## config.mk

```make
export PLATFORM = sky130hd
export DESIGN_NAME = register1024_reader
export DESIGN_NICKNAME = d
export VERILOG_FILES = /design/src/rtl/register1024_reader_pkg.sv /design/src/rtl/register1024_reader.sv
export SDC_FILE = /design/constraint.sdc
export NUM_CORES = 2
export LEC_CHECK = 0
export BUFFER_PORTS_ARGS = -buffer_cell sky130_fd_sc_hd__buf_2
export CORE_AREA = 2 2 419 421
export CTS_BUF_LIST = sky130_fd_sc_hd__clkbuf_8
export CTS_CLUSTER_DIAMETER = 150
export CTS_CLUSTER_SIZE = 30
export DETAILED_ROUTE_END_ITERATION = 10
export DIE_AREA = 0 0 421 423
export PLACE_DENSITY = 0.58
export REMOVE_ABC_BUFFERS = 1
export SETUP_SLACK_MARGIN = 0.4
export SYNTH_ARGS = -nofsm -noshare
export SYNTH_HDL_FRONTEND = slang
export SYNTH_SLANG_ARGS = --single-unit
export TNS_END_PERCENT = 30
```

## constraint.sdc

```tcl
create_clock -name clk -period 2.84 [get_ports clk]
set_clock_uncertainty 0.2 [all_clocks]
set_input_delay 0.142 -clock clk [delete_from_list [all_inputs] [get_ports clk]]
set_output_delay 0.142 -clock clk [all_outputs]
set_load 0.03 [all_outputs]
```

## src/rtl/register1024_reader_pkg.sv

```systemverilog
// Shared accelerator definitions used by the 1024-bit register read path.
// Holds default widths and the reader state encoding.
package register1024_reader_pkg;

    localparam int READER_DATA_W = 1024;
    localparam int READER_WORD_W = 32;

    typedef enum logic [0:0] {
        READER_IDLE = 1'b0,
        READER_SEND = 1'b1
    } reader_state_e;

    function automatic int reader_beats(input int data_w, input int word_w);
        return data_w / word_w;
    endfunction

endpackage

```

## src/rtl/register1024_reader.sv

```systemverilog
// Snapshots a wide register image on start and streams it out LSB word first
// over a valid/ready handshake, with a one-cycle done pulse at the end.
//
// state | meaning
// ------+--------------------------------------------------------------
// IDLE  | waiting for reader_start; outputs quiet
// SEND  | presenting shadow beats; advance on out_valid && out_ready
module register1024_reader
    import register1024_reader_pkg::*;
#(
    parameter int DATA_W = READER_DATA_W,
    parameter int WORD_W = READER_WORD_W
) (
    input  logic              clk,
    input  logic              rst,
    input  logic              reader_start,
    input  logic [DATA_W-1:0] reader_data_in,
    output logic              reader_busy,
    output logic              out_valid,
    input  logic              out_ready,
    output logic [WORD_W-1:0] out_data,
    output logic              out_last,
    output logic              reader_done
);

    localparam int BEATS = reader_beats(DATA_W, WORD_W);
    localparam int CNT_W = (BEATS > 1) ? $clog2(BEATS) : 1;
    localparam logic [CNT_W-1:0] LAST_BEAT = CNT_W'(BEATS - 1);

    localparam logic [0:0] ST_IDLE = READER_IDLE;
    localparam logic [0:0] ST_SEND = READER_SEND;

    logic [0:0]        state;
    logic [DATA_W-1:0] shadow;
    logic [DATA_W-1:0] shadow_next;
    logic [CNT_W-1:0]  beat_cnt;
    logic              accept;

    assign shadow_next = shadow >> WORD_W;

    // Handshake outputs depend only on flops, never on out_ready.
    assign out_valid   = (state == ST_SEND);
    assign reader_busy = out_valid;
    assign out_last    = out_valid && (beat_cnt == LAST_BEAT);
    assign accept      = out_valid && out_ready;

    always_ff @(posedge clk) begin
        if (rst) begin
            state       <= ST_IDLE;
            shadow      <= '0;
            beat_cnt    <= '0;
            out_data    <= '0;
            reader_done <= 1'b0;
        end else begin
            reader_done <= 1'b0;
            case (state)
                ST_IDLE: begin
                    if (reader_start) begin
                        shadow   <= reader_data_in;
                        out_data <= reader_data_in[WORD_W-1:0];
                        beat_cnt <= '0;
                        state    <= ST_SEND;
                    end
                end
                ST_SEND: begin
                    if (accept) begin
                        if (out_last) begin
                            state       <= ST_IDLE;
                            reader_done <= 1'b1;
                            out_data    <= '0;
                        end else begin
                            shadow   <= shadow_next;
                            out_data <= shadow_next[WORD_W-1:0];
                            beat_cnt <= beat_cnt + CNT_W'(1);
                        end
                    end
                end
                default: state <= ST_IDLE;
            endcase
        end
    end

endmodule
```

==> results of run 1 <==
==> cell families after synthesis <==
| family | share of synthesized area (%) |
|---|---|
| flip-flops | 43.3 |
| buffers and inverters | 5.68 |
| adder cells (fa/ha/maj) | 0.0525 |
| AND/OR/NAND/NOR | 11.2 |
| multiplexers | 20.2 |
| AO/OA/AOI/OAI | 19.6 |
==> metrics by stage <==
stage / worst slack [ps] / util [%] / area [sq um] / hold slack (ps)
floorplan: -313090 / - / 45000 / 6.65
detailed placement: 168 / 32.2 / 55700 / 162
global placement: 225 / 32.2 / 55700 / 160
==> summary.md, run 1 <==
| Metric | Value |
|---|---|
| Clk root buf | sky130_fd_sc_hd__clkbuf_8 |
| Mean instance size in the synthesized netlist | 10.2 sq um |
| Cell type contributing the most total cell area after synthesis | sky130_fd_sc_hd__dfxtp_1 |
| Most used flip-flop cell after synthesis | sky130_fd_sc_hd__dfxtp_1 |
| Fraction of post-synthesis cell area in the top cell type by area | 43.3% |
| Syn Inst Count | 4663 |
| Netlist cell types | 32 |
| Part of the Yosys area used for sequential elements | 43.3% |
| X dimension of the die | 421 um |
| Synth top cells by count | sky130_fd_sc_hd__dfxtp_1, sky130_fd_sc_hd__nor3_1, sky130_fd_sc_hd__mux2i_1, sky130_fd_sc_hd__a211oi_1, sky130_fd_sc_hd__buf_2 |
| Halt point of the flow | clock tree synthesis |
| CTS HTree Levels | 2 |
| Placed wire-length estimate after detailed placement | 122000 um |
| Most used standard cell by instance count after synthesis | sky130_fd_sc_hd__dfxtp_1 |
| Count of input and output buffers | 1063 |
| CTS sink cnt | 1031 |
| Cell area after technology mapping | around 48000 sq um |
| Number of CTS-inserted buffers | 41 |
| Initial Util | between 20% and 30% |
| Quantity of hold-fixing buffers added after cts | around 1.6k |
| Error text reported by the tool | [ERROR RSZ-0060] Max buffer count reached. |
| Synth area leaders | sky130_fd_sc_hd__dfxtp_1, sky130_fd_sc_hd__mux2i_1, sky130_fd_sc_hd__nor3_1, sky130_fd_sc_hd__a211oi_1, sky130_fd_sc_hd__a211oi_2 |
| Total setup buffers inserted after CTS | 14 |
| Async set-or-reset flop fraction in the synthesized netlist | 0% |
| Flip-flop and latch count after synthesis | 1031 |
| Routability congestion estimate | 0.920 |
| Row count | ~150 |
| Post-CTS Resized | 16 |
| Number of enable flip-flop cells after synthesis | 0 |
| Number of warnings issued by yosys | 0 |
| Run status | did not finish |
| Floorplan die height | 423 um |
| Placed Cells | approximately 7.7k |
| I/O pin cnt | 1064 |
| Maximum count of clock buffers along a single path | 3 |
==> run 2: changes to the inputs <==
- CORE_AREA: 2 2 419 421 -> 2 2 414 416
- CTS_BUF_LIST: sky130_fd_sc_hd__clkbuf_8 -> unset
- CTS_CLUSTER_DIAMETER: 150 -> unset
- CTS_CLUSTER_SIZE: 30 -> unset
- DIE_AREA: 0 0 421 423 -> 0 0 416 418
- PLACE_DENSITY: 0.58 -> unset
- PLACE_DENSITY_LB_ADDON: unset -> 0.15
- SETUP_SLACK_MARGIN: 0.4 -> unset
==> run 2 against run 1 <==
Effect of this change:
- the flow now finishes without violations
- synthesized area unchanged
- synthesized cell count unchanged
==> summary.md, run 2 <==
| Metric | Value |
|---|---|
| Total via count in the routed design | 45.0k |
| Type of element launching the critical path | flip-flop |
| Netlist cell types | 32 |
| Vias in the first global route | 45.9k |
| Data arrival, critical path | 3160 ps |
| Highest-count cells in the layout ignoring fill and taps | sky130_fd_sc_hd__dlygate4sd3_1, sky130_fd_sc_hd__buf_2, sky130_fd_sc_hd__dfxtp_1 |
| Floorplan die area | 174000 sq um |
| Internal power | 29700 uW |
| Stage delay of the slowest cell on the critical path | 570 ps |
| Largest registers | shadow x992, out_data x32, beat_cnt x5 |
| Async set-or-reset flop fraction in the synthesized netlist | 0% |
| Placed Cells | 7505 |
| Switching portion of total power | ~28% |
| Row count | 151 |
| Hold violation count in the final report | 0 |
| Setup repair after global routing missed its margin | no |
| First-pass GRT wire length | ~280000 um |
| Part of the total power dissipated in the clock network | 39.9% |
| Number of inserted filler cells in the final layout | ~16k |
| Number of detailed-routing iterations run before antenna repair | 5 |
| I/O pin cnt | 1064 |
| Part of the Yosys area used for sequential elements | 43.3% |
| Critical path launch point | out_valid$_SDFF_PP0_ |
| Critical-path cell with the highest stage delay | sky130_fd_sc_hd__buf_4 |
| CTS sink cnt | around 1.0k |
| Power Density | 591 nW/um^2 |
| Initial antenna violation count | 51 |
| Final Max Tran Viols | 0 |
| Ratio of cells with drive above 1 in the final layout | between 20% and 30% |
| Count of non-filler cells in the finished layout | around 8.9k |
| Initial Util | roughly 28% |
| Largest net degree at the start of global routing | about 170 |
| Clock latency of the later-clocked register in the worst-skew pair | 750 ps |
| Total setup buffers inserted after CTS | 0 |
| Count of input and output buffers | 1063 |
| Most used flip-flop cell after synthesis | sky130_fd_sc_hd__dfxtp_1 |
| Mean instance size in the synthesized netlist | just over 10 sq um |
| Number of enable flip-flop cells after synthesis | 0 |
| Worst EP required | 3310 ps |
| Final period utilization | between 90% and 100% |
| Leakage power | 0.0273 uW |
| Syn Inst Count | roughly 4.7k |
| CTS tree | done |
| Clock period minus final worst setup slack | 2690 ps |
| Residual antenna-violating net count after detailed routing | 0 |
| Worst reg2reg endpoint | shadow[1022]$_SDFFE_PP0P_ |
| Cell count along the critical path | 5 |
| Total negative slack | 0 ps |
| Most used standard cell by instance count after synthesis | sky130_fd_sc_hd__dfxtp_1 |
| CP endpoint kind | flip-flop |
| Final wirelength | 192000 um |
| Cell family with the largest share of critical-path delay | buffers and inverters |
| Fraction of post-synthesis cell area in the top cell type by area | 43.3% |
| Synth area leaders | sky130_fd_sc_hd__dfxtp_1, sky130_fd_sc_hd__mux2i_1, sky130_fd_sc_hd__nor3_1, sky130_fd_sc_hd__a211oi_1, sky130_fd_sc_hd__a211oi_2 |
| Register with the most flip-flops | shadow |
| Endpoints failing setup | 0 |
| Run status | completed |
| Largest register FFs | 992 |
| Number of buffers and inverters on the critical path | 2 |
| Flip-flop and latch count after synthesis | 1031 |
| Crit-path max FO | 31 |
| GRT Residual Overflow | 0 |
| CTS HTree Levels | 4 |
| Cell type contributing the most total cell area after synthesis | sky130_fd_sc_hd__dfxtp_1 |
| Kind of path behind the tightest hold check | input pin to flip-flop |
| Power share of the sequential group | about two fifths |
| Number of warnings issued by yosys | 0 |
| Clk root buf | sky130_fd_sc_hd__clkbuf_16 |
| Worst Setup Path Type | flip-flop to flip-flop |
| Reg2reg path depth | 5 |
| Drt initial violations | 2991 |
| Max-slew headroom | 24.3% |
| Core area | 169000 sq um |
| R2R Setup Slk | 150 ps |
| Last element of the critical path | shadow[1022]$_SDFFE_PP0P_ |
| Commonest non-fill, non-tap cell in the layout | sky130_fd_sc_hd__dlygate4sd3_1 |
| Slew at the pin closest to its max-slew limit | 1140 ps |
| Number of maximum-capacitance violations | 0 |
| Area added between synthesis and finish | 46.7% |
| Global-route usage over all layers | 20.9% |
| Startpoint of the worst register-to-register path | out_valid$_SDFF_PP0_ |
| Routability congestion estimate | 0.820 |
| Cell area after technology mapping | ~48000 sq um |
| Synth top cells by count | sky130_fd_sc_hd__dfxtp_1, sky130_fd_sc_hd__nor3_1, sky130_fd_sc_hd__mux2i_1, sky130_fd_sc_hd__a211oi_1, sky130_fd_sc_hd__buf_2 |
| Peak Freq | 372 MHz |
| Clock edge transition at the registers on the reported setup and hold paths | 60 ps |
| Peak supply drop | about 0.00056 V |
| X dimension of the die | 416 um |
| Floorplan die height | 418 um |
| Routed vias/inst | about 5 |
| DRC violations left | 0 |
| Number of CTS-inserted buffers | 130 |
| Power share of the combinational group | 19.7% |
| Wire length per cell after detailed routing | 21.6 um |
| Nets | 7533 |
| Placed wire-length estimate after detailed placement | about 120000 um |
| Cells along the critical path | nand2b_2 > nor2_4 > buf_4 > a22o_1 > dlygate4sd3_1 |
| Maximum count of clock buffers along a single path | 3 |
| Switching power | roughly 12000 uW |
## run 2: cell counts after synthesis
Identical to the previous run, type by type.
## run 2: power by group through the flow
stage	Combinational [uW]	Sequential, uW	Clock [uW]
2_1_floorplan	7460	16900	0
3_3_place_gp	6830	16900	0
3_5_place_dp	6890	17000	0
4_1_cts	8190	16700	17000
5_1_grt	8820	16800	17600
6_report	8160	16700	16500
## run 2: worst register-to-register path, stage by stage (launching register included)
cell	delay [ps]
sky130_fd_sc_hd__dfxtp_4	380
sky130_fd_sc_hd__nand2b_2	430
sky130_fd_sc_hd__nor2_4	180
sky130_fd_sc_hd__buf_4	570
sky130_fd_sc_hd__a22o_1	300
sky130_fd_sc_hd__dlygate4sd3_1	550
## run 2: worst min path at each step
stage,cells after the start,start,end
global placement,2,reader_data_in[997],shadow[997]$_SDFFE_PP0P_
floorplan,1,rst,shadow[614]$_SDFFE_PP0P_
CTS,4,reader_data_in[1],out_data[1]$_SDFFE_PP0P_
global route,4,reader_data_in[18],out_data[18]$_SDFFE_PP0P_
detailed placement,2,reader_data_in[1013],shadow[1013]$_SDFFE_PP0P_
finish,4,reader_data_in[1],out_data[1]$_SDFFE_PP0P_
## run 2: logic make-up (layout without fill, tap and decap cells)
kind of cell,after synthesis,after routing,synth area share (%)
and+or+nand+nor,1075,1075,11.2
AOI/OAI and AO/OA,1034,1034,19.6
DFF,1031,1031,43.3
muxes,961,961,20.2
buffers and inverters,560,2487,5.68
adders and majority gates,2,2,0.0525
other,0,50,0
## run 2: layout make-up
cell class | instances | area, sq um | area share, %
multi-input cells | 3072 | 24400 | 34.8
clock inverters | 28 | 383 | 0.547
diodes | 50 | 125 | 0.179
clock buffers | 191 | 3810 | 5.44
inverters | 1 | 3.75 | 0.00536
well taps | 2218 | 2780 | 3.97
repair buffers | 2267 | 17900 | 25.5
flip-flops and latches | 1031 | 20600 | 29.5
## run 2: per-stage QoR
stage                     power, uW  worst slack [ps]  hold slack [ps]  utilization [%]  instance area [sq um]
after floorplan               24300           -313090             6.65                -                  45000
after global placement        23800               137              157             32.4                  54800
after detailed placement      23900               146              163             32.4                  54800
after CTS                     41800              76.6             1.29             41.3                  69800
after global routing          43200              3.79             34.4             41.4                  70000
final                         41300               155             75.3             41.4                  70000
## run 2: timing repair
item	4_1_cts	5_1_grt
resized for setup	0	2
setup endpoints to repair	0	2
hold buffers	1084	0
hold endpoints to repair	1031	0
## run 2: routing by layer
layer	GRT usage, %	vias to the layer above	share of wire, %
li1	-	21568	-
met1	25.8	21586	42
met2	34.7	1327	48
met3	3.72	474	4.3
met4	11.3	8	5.4
met5	0	-	0.026
No activity file was read; power rests on OpenSTA's default activity.
